--- config.mk ---
export PLATFORM = sky130hd
export DESIGN_NAME = mod_voice_scheduler
export DESIGN_NICKNAME = d
export VERILOG_FILES = /design/src/rtl/mod_voice_scheduler_pkg.sv /design/src/rtl/mod_voice_scheduler_bank.sv /design/src/rtl/mod_voice_scheduler.sv
export SDC_FILE = /design/constraint.sdc
export NUM_CORES = 1
export LEC_CHECK = 0
export ABC_CLOCK_PERIOD_IN_PS = 4780
export BUFFER_PORTS_ARGS = -buffer_cell sky130_fd_sc_hd__buf_2
export CAP_MARGIN = 20
export CORE_MARGIN = 1
export CORE_UTILIZATION = 40
export DETAILED_ROUTE_END_ITERATION = 6
export SLEW_MARGIN = 10
export SYNTH_ARGS = -nofsm -noshare
export SYNTH_HDL_FRONTEND = slang
export SYNTH_SLANG_ARGS = --single-unit
--- constraint.sdc ---
create_clock -name i_clk -period 4.78 [get_ports i_clk]
set_input_delay 0.956 -clock i_clk [delete_from_list [all_inputs] [get_ports i_clk]]
set_output_delay 0.956 -clock i_clk [all_outputs]
set_load 0.02 [all_outputs]
--- src/rtl/mod_voice_scheduler_pkg.sv ---
// pkg_voice_sched: shared state encoding, voice config type and accumulator saturation.
package pkg_voice_sched;
  localparam int SAMPLE_RATE = 48000;
  localparam int Q_W = 32;
  localparam int SAT_W = 48;
  localparam logic signed [SAT_W-1:0] SAT_HI = 48'sh0000_7fff_ffff;
  localparam logic signed [SAT_W-1:0] SAT_LO = -48'sh0000_8000_0000;
  typedef enum logic [2:0] {IDLE, ISSUE, WAIT, CAPTURE, DONE} sched_state_e;
  typedef struct packed {
    logic [31:0] freq;
    logic        en;
  } voice_cfg_t;
  function automatic logic [Q_W-1:0] sat32(input logic signed [SAT_W-1:0] acc);
    return acc > SAT_HI ? 32'h7fff_ffff : acc < SAT_LO ? 32'h8000_0000 : acc[Q_W-1:0];
  endfunction
endpackage

--- src/rtl/mod_voice_scheduler_bank.sv ---
// mod_voice_bank: pending/active double-buffered per-voice frequency and enable registers.
module mod_voice_bank
  import pkg_voice_sched::*;
#(
  parameter int NUM_VOICES = 8,
  localparam int VW = $clog2(NUM_VOICES)
) (
  input  logic          clk,
  input  logic          rst_n,
  input  logic          we,
  input  logic [VW-1:0] wr_idx,
  input  voice_cfg_t    wr_cfg,
  input  logic          snap,
  input  logic [VW-1:0] rd_idx,
  output voice_cfg_t    rd_cfg
);
  voice_cfg_t pending [NUM_VOICES];
  voice_cfg_t active [NUM_VOICES];
  // the snapshot takes the pre-write pending value, so a same-cycle write waits a frame
  always_ff @(posedge clk or negedge rst_n) begin
    if (!rst_n) begin
      for (int i = 0; i < NUM_VOICES; i++) begin
        pending[i] <= '0;
        active[i] <= '0;
      end
    end else begin
      if (snap) active <= pending;
      if (we) pending[wr_idx] <= wr_cfg;
    end
  end
  assign rd_cfg = active[rd_idx];
endmodule

--- src/rtl/mod_voice_scheduler.sv ---
// mod_voice_scheduler: shares one sine source across all voices each sample tick and mixes the results.
module mod_voice_scheduler
  import pkg_voice_sched::*;
#(
  parameter int NUM_VOICES = 8,
  parameter int TIMEOUT_CYCLES = 64,
  localparam int VW = $clog2(NUM_VOICES)
) (
  input  logic          i_clk,
  input  logic          i_nrst,
  input  logic          i_sample_tick,
  input  logic          i_cfg_we,
  input  logic [VW-1:0] i_cfg_voice,
  input  logic [31:0]   i_cfg_freq,
  input  logic          i_cfg_enable,
  output logic [31:0]   o_src_frequency,
  output logic [63:0]   o_src_time,
  output logic          o_src_trigger,
  input  logic          i_src_ready,
  input  logic [31:0]   i_src_sine,
  output logic [31:0]   o_mix,
  output logic          o_mix_valid,
  output logic          o_busy,
  output logic          o_overrun,
  output logic          o_timeout
);
  localparam int ACC_W = Q_W + VW;
  localparam int WDW = $clog2(TIMEOUT_CYCLES);
  sched_state_e state;
  logic [VW-1:0] idx;
  logic [WDW-1:0] wdog;
  logic signed [ACC_W-1:0] acc;
  logic [63:0] counter;
  voice_cfg_t wr_cfg, act;
  logic snap, last;
  assign wr_cfg = '{freq: i_cfg_freq, en: i_cfg_enable};
  assign snap = state == IDLE && i_sample_tick;
  assign last = idx == VW'(NUM_VOICES - 1);
  assign o_busy = state != IDLE;
  assign o_src_trigger = state == ISSUE && act.en;
  assign o_src_frequency = act.freq;
  mod_voice_bank #(.NUM_VOICES(NUM_VOICES)) u_bank (
    .clk(i_clk),
    .rst_n(i_nrst),
    .we(i_cfg_we),
    .wr_idx(i_cfg_voice),
    .wr_cfg(wr_cfg),
    .snap(snap),
    .rd_idx(idx),
    .rd_cfg(act)
  );
  always_ff @(posedge i_clk or negedge i_nrst) begin
    if (!i_nrst) begin
      state <= IDLE;
      idx <= '0;
      wdog <= '0;
      acc <= '0;
      counter <= '0;
      o_src_time <= '0;
      o_mix <= '0;
      o_mix_valid <= 1'b0;
      o_overrun <= 1'b0;
      o_timeout <= 1'b0;
    end else begin
      o_mix_valid <= 1'b0;
      o_timeout <= 1'b0;
      o_overrun <= i_sample_tick && state != IDLE;
      if (i_sample_tick) counter <= counter + 64'd1;
      case (state)
        IDLE: if (i_sample_tick) begin
          o_src_time <= counter;
          idx <= '0;
          acc <= '0;
          state <= ISSUE;
        end
        ISSUE: if (act.en) begin
          wdog <= '0;
          state <= WAIT;
        end else if (last) state <= DONE;
        else idx <= idx + 1'b1;
        // a voice whose source never answers is dropped and contributes nothing
        WAIT: if (i_src_ready) state <= CAPTURE;
        else if (wdog == WDW'(TIMEOUT_CYCLES - 1)) begin
          o_timeout <= 1'b1;
          state <= last ? DONE : ISSUE;
          idx <= last ? idx : idx + 1'b1;
        end else wdog <= wdog + 1'b1;
        CAPTURE: begin
          acc <= acc + {{VW{i_src_sine[31]}}, i_src_sine};
          state <= last ? DONE : ISSUE;
          idx <= last ? idx : idx + 1'b1;
        end
        DONE: begin
          o_mix <= sat32({{(SAT_W - ACC_W){acc[ACC_W-1]}}, acc});
          o_mix_valid <= 1'b1;
          state <= IDLE;
        end
        default: state <= IDLE;
      endcase
    end
  end
endmodule

== Word-level counts from Yosys, hierarchy flattened ==
Index checks and enable logic that the tools add are counted.
Word-level totals
  flip-flop bits (word level): 738
  output and inout port bits: 133
  word-level logic and storage cells: 112
Cells by class
  add/subtract/negate cells: 4
  order comparisons: 5
  eq/ne operators: 14
  muxes and demuxes: 31
  bitwise gates (word level): 2
  reduce and logical (&&, ||, !) cells: 14
Operators with widths (count)
  264-bit bitwise mux: 1
  33-bit binary-select mux with 3-bit select: 1
  33-bit demux with 3-bit select: 1
  33-bit two-way mux: 3
  35-bit case mux with 2 select lines: 1
  64-bit by 1-bit adder with 64-bit output, second input constant: 1
  32-bit two-way mux: 2
  35-bit adder: 1
  35-bit by 32-bit greater-than comparator with 1-bit output, second input constant: 1
  35-bit by 32-bit < comparator with 1-bit output, second input constant: 1
  35-bit two-way mux: 1
  3-bit two-way mux: 11
  3-bit case mux with 4 select lines: 2
  6-bit two-way mux: 3
  2-bit inequality test, second input constant: 6
  6-bit case mux with 2 select lines: 1
  4-bit >= comparator, second input constant: 2
  3-bit inverter with 4-bit output: 2
  6-bit by 1-bit adder with 6-bit output, second input constant: 1
  3-bit by 2-bit equality test with 1-bit output, second input constant: 2
  3-bit equality test, second input constant: 2
  6-bit equality test, second input constant: 1
  3-bit inequality test, second input constant: 2
  5-bit AND reduction: 1
  12 further kinds: 20

== Depth between registers and ports, before layout ==
  word-level depth: 6
  mapped depth: 10
  depth with buffers taken out: 10

== By module ==
A second synthesis with hierarchy kept.
Unflattened totals
  cell total of the unflattened synthesis: 2326
  area total of the unflattened synthesis: 31886.8 um^2
By module, submodules not included
  mod_voice_bank: instances 1, cells each 1241, area each 21564.4 um^2
  mod_voice_scheduler: instances 1, cells each 1085, area each 10322.4 um^2

== Worst setup path before layout ==
No wires, ideal clock.
  path type: input -> register
  start point: in i_src_sine[0]
  end point: reg acc[32]
  library setup time: 0.122 ns
  arrival: 3.408 ns
  data required time: 4.658 ns
  path slack: 1.251 ns
  cell stages on the path: 10
  cells stage by stage: ha_1 -> fa_1 -> a211oi_1 -> o21ai_0 -> a211oi_2 -> o22ai_1 -> o2111ai_1 -> a21oi_1 -> or3_1 -> a32o_1
Between the ends
  word-level cells in the longest chain between the ends: 2
Ends and longest elaborated chain
  from (decl): RTL line mod_voice_scheduler.sv:20  | input logic [31:0] i_src_sine,
  35-bit adder: RTL line mod_voice_scheduler.sv:89  | acc <= acc + {{VW{i_src_sine[31]}}, i_src_sine};
  35-bit case mux with 2 select lines: RTL line mod_voice_scheduler.sv:69  | case (state)
  to (signal assigned): RTL line mod_voice_scheduler.sv:89
  to (decl): RTL line mod_voice_scheduler.sv:32  | logic signed [ACC_W-1:0] acc;
No other way between the ends.
A chain may end at the register's enable or synchronous reset.

== Worst setup path in the final report ==
  start point: reg idx[0]
  end point: out o_src_frequency[2]
Between the ends
  word-level cells in the longest chain between the ends: 4
Ends and longest elaborated chain
  from (decl): RTL line mod_voice_scheduler.sv:30  | logic [VW-1:0] idx;
  from (signal assigned): RTL line mod_voice_scheduler.sv:80  | else idx <= idx + 1'b1;
  from (signal assigned): RTL line mod_voice_scheduler.sv:86  | idx <= last ? idx : idx + 1'b1;
  from (signal assigned): RTL line mod_voice_scheduler.sv:91  | idx <= last ? idx : idx + 1'b1;
  3-bit inverter with 4-bit output (not written as such): RTL line mod_voice_scheduler_bank.sv:31  | assign rd_cfg = active[rd_idx];
  33-bit binary-select mux with 3-bit select: RTL line mod_voice_scheduler_bank.sv:31
  33-bit two-way mux (not written as such) (2 in a row): RTL line mod_voice_scheduler_bank.sv:31
  to (decl): RTL line mod_voice_scheduler.sv:16  | output logic [31:0] o_src_frequency,
No other way between the ends. The select of a mux whose other input is x is not followed.

==> flow_metrics.env <==
export IMPL_rows=103
export IMPL_drc_errors=2
export IMPL_synth_nets=3028
export IMPL_violations="DRC"
export IMPL_fp_dieW_um=284
export IMPL_final_util=0.469
export IMPL_clkLatencyLatePin_ns=0.63
export IMPL_cp_slowest_stage_delay_ns=0.74
export IMPL_io_pins=206
export IMPL_fp_coreArea_um2=78900
export IMPL_die_area_um2=80700
export IMPL_ctsResizeCount=0
export IMPL_critPathRequiredTime_ns=3.82
export IMPL_tightest_slew_ns=0.935
export IMPL_peakVddDrop_mv=0.439
export IMPL_grt_max_degree=140
export IMPL_cp_start_kind="flip-flop"
export IMPL_overflow=0
export IMPL_tritoncts="yes"
export IMPL_synth_compound_area_frac=0.0357
export IMPL_period_minus_slack_ns=3.82
export IMPL_reg2reg_slack_ns=1.38
export IMPL_critPathBufInv=2
export IMPL_max_clock_path_buffers=3
export IMPL_ys_flop_type="dfrtp_1"
export IMPL_wl_per_cell_um=17.2
export IMPL_ys_seq_elements=738
export IMPL_synth_area_leaders="dfrtp_1 58%, nand2_1 13%, mux2_2 11%, mux4_2 4.7%, xnor2_1 1.8%"
export IMPL_finalHoldViolCount=0
export IMPL_cts_sink_count=738
export IMPL_start_util=0.404
export IMPL_rsz0062_at_grt="no"
export IMPL_final_max_slew_viol_count=0
export IMPL_port_buffers=205
export IMPL_skew_ns=0.0248
export IMPL_drive_gt1_frac=0.245
export IMPL_synth_mux_area_frac=0.153
export IMPL_first_pass_iters=7
export IMPL_place_congestion=0.834
export IMPL_synth_area_um2=31800
export IMPL_setup_tns_ns=0
export IMPL_setup_viol=0
export IMPL_dp_slack_ns=0.722
export IMPL_synth_edf_count=0
export IMPL_max_freq_mhz=262
export IMPL_chipHeight_um=284
export IMPL_drtIter0Drc=1321
export IMPL_holdWs_ns=0.358
export IMPL_yosys_area_top_type="dfrtp_1"
export IMPL_synth_xor_area_frac=0.0253
export IMPL_worstPathArrival_ns=2.87
export IMPL_final_nets=3206
export IMPL_cap_violations=0
export IMPL_synth_fa_ha_area_frac=0.0156
export IMPL_post_cts_buffers=0
export IMPL_synth_cell_types=63
export IMPL_cpMaxStageDelayCell="dfrtp_4"
export IMPL_wl_um=72400
export IMPL_grt_pass1_wl_um=118000
export IMPL_worstPathMaxFanout=22
export IMPL_postSynthAreaPerCell_um2=10.9
export IMPL_clock_root_buffer="clkbuf_16"
export IMPL_fill_cells=7358
export IMPL_dp_hpwl_um=42500
export IMPL_antenna_found_initial=10
export IMPL_ctsHoldBuffers=0
export IMPL_grt_usage=0.182
export IMPL_yosysTopAreaCellShare=0.580
export IMPL_async_reset_ff_frac=1.00
export IMPL_path_clk_slew_ns=0.06
export IMPL_fin_crit_sh=0.800
export IMPL_hold_path_class="in2async"
export IMPL_worstPathCellList="buf_4 > mux4_2 > mux2_2 > buf_2"
export IMPL_vias=21000
export IMPL_critical_path_class="reg2out"
export IMPL_power_leakage_nw=18.4
export IMPL_outcome="finished, violations left"
export IMPL_synthCells=2916
export IMPL_relSlewSlack=0.376
export IMPL_drtAntennaViolNets=0
export IMPL_yosysWarnings=0
export IMPL_syn2layout_area_growth_pct=16.3
export IMPL_cp_end_kind="primary output"
export IMPL_h_tree_depth=3
export IMPL_first_global_vias=21400
export IMPL_power_density_nw_per_um2=591
export IMPL_viasPerCell=4.99
export IMPL_seq_area_frac_synth=0.580
export IMPL_synth_top_family_by_area="simple AND/OR/NAND/NOR gates"
export IMPL_fin_ws_ns=0.957
export IMPL_synth_simple_area_share=0.171
export IMPL_cp_top_family="multiplexers"
export IMPL_power_total_mw=21.9
export IMPL_cts_inserted_buffers=82
synthesized netlist by cell type (all sizes together) (2+ instances only):
cell,number
nand4b,5
nand2b,5
mux4,66
o21bai,8
and2,7
mux2i,2
nand4,20
and3,15
nor3b,5
nand2,1132
a21oi,43
xnor2,66
o31ai,7
and4,11
buf,11
a41oi,2
clkbuf,138
ha,38
o22ai,2
nand3,49
nor2,42
o2111ai,2
inv,18
xor2,26
a21boi,2
mux2,298
a211oi,4
o221ai,2
nor2b,5
a31oi,4
a21o,17
nand3b,2
or3,3
a22o,2
o21ai,87
o211ai,3
nor4,4
dfrtp,738
nor3,12
logic make-up after synthesis:
logic type	Yosys count
muxes	366
and+or+nand+nor	1322
xor gates and xnor gates	92
buffers and inverters	167
AOI/OAI and AO/OA	192
adders and majority gates	39
DFF	738
final cells by class:
type / count / area, um2 / share of cell area
Antenna cell: 1 / 2.50 / 0.0000676
Multi-Input combinational cell: 2011 / 12800 / 0.345
Inverter: 18 / 67.6 / 0.00183
Tap cell: 1050 / 1310 / 0.0355
Clock buffer: 118 / 2400 / 0.0648
Timing Repair Buffer: 243 / 1500 / 0.0404
Clock inverter: 35 / 489 / 0.0132
Sequential cell: 738 / 18500 / 0.499
power by group:
group          switching, mW  total, mW  leakage (nW)  internal (mW)
clock                   2.64       6.61          1.43           3.97
combinational           3.43       6.18          7.59           2.75
sequential              1.09       9.07          9.36           7.98
total                   7.16       21.9          18.4           14.7
sequential cells by signal, indices dropped and copies added, names as in the netlist:
name,cells
o_mix_valid,1
u_bank.active,264
o_overrun,1
wdog,6
o_mix,32
o_src_time,64
counter,64
state,3
o_timeout,1
acc,35
u_bank.pending,264
idx,3
metal layers:
layer / track usage / up-vias / share of wire
met5: 0 / - / 0.00082
met4: 0.0516 / 10 / 0.019
met3: 0.0308 / 113 / 0.037
met2: 0.300 / 290 / 0.48
met1: 0.248 / 10500 / 0.46
li1: - / 10100 / -
worst paths after layout:
check / from / to / cells past startpoint
max in group asynchronous: i_nrst / u_bank.active[12] / 2
hold reg to reg: u_bank.pending[67] / u_bank.active[67] / 2
setup / recovery: idx[0] / o_src_frequency[2] / 4
min in group i_clk: u_bank.pending[67] / u_bank.active[67] / 2
hold / removal: i_nrst / o_mix_valid / 1
setup reg to reg: acc[0] / acc[32] / 10
through the flow:
step	instance area (um2)	std cells
after floorplan	31800	2916
after global placement	34100	4060
after detailed placement	34100	4060
after CTS	37000	4213
after global routing	37000	4214
final	37000	4214
cells in the final DEF, fill, tap and decap left out, types with 42 or more instances in the layout:
cell type  Yosys  layout
a21oi_1       43      42
buf_2          5     204
clkbuf_16      0      84
dfrtp_1      738     735
mux2_2       298     298
mux4_2        66      66
nand2_1     1131    1130
nand3_1       49      49
o21ai_0       87      87
xnor2_1       66      66
No activity file was read; power rests on OpenSTA's default activity.
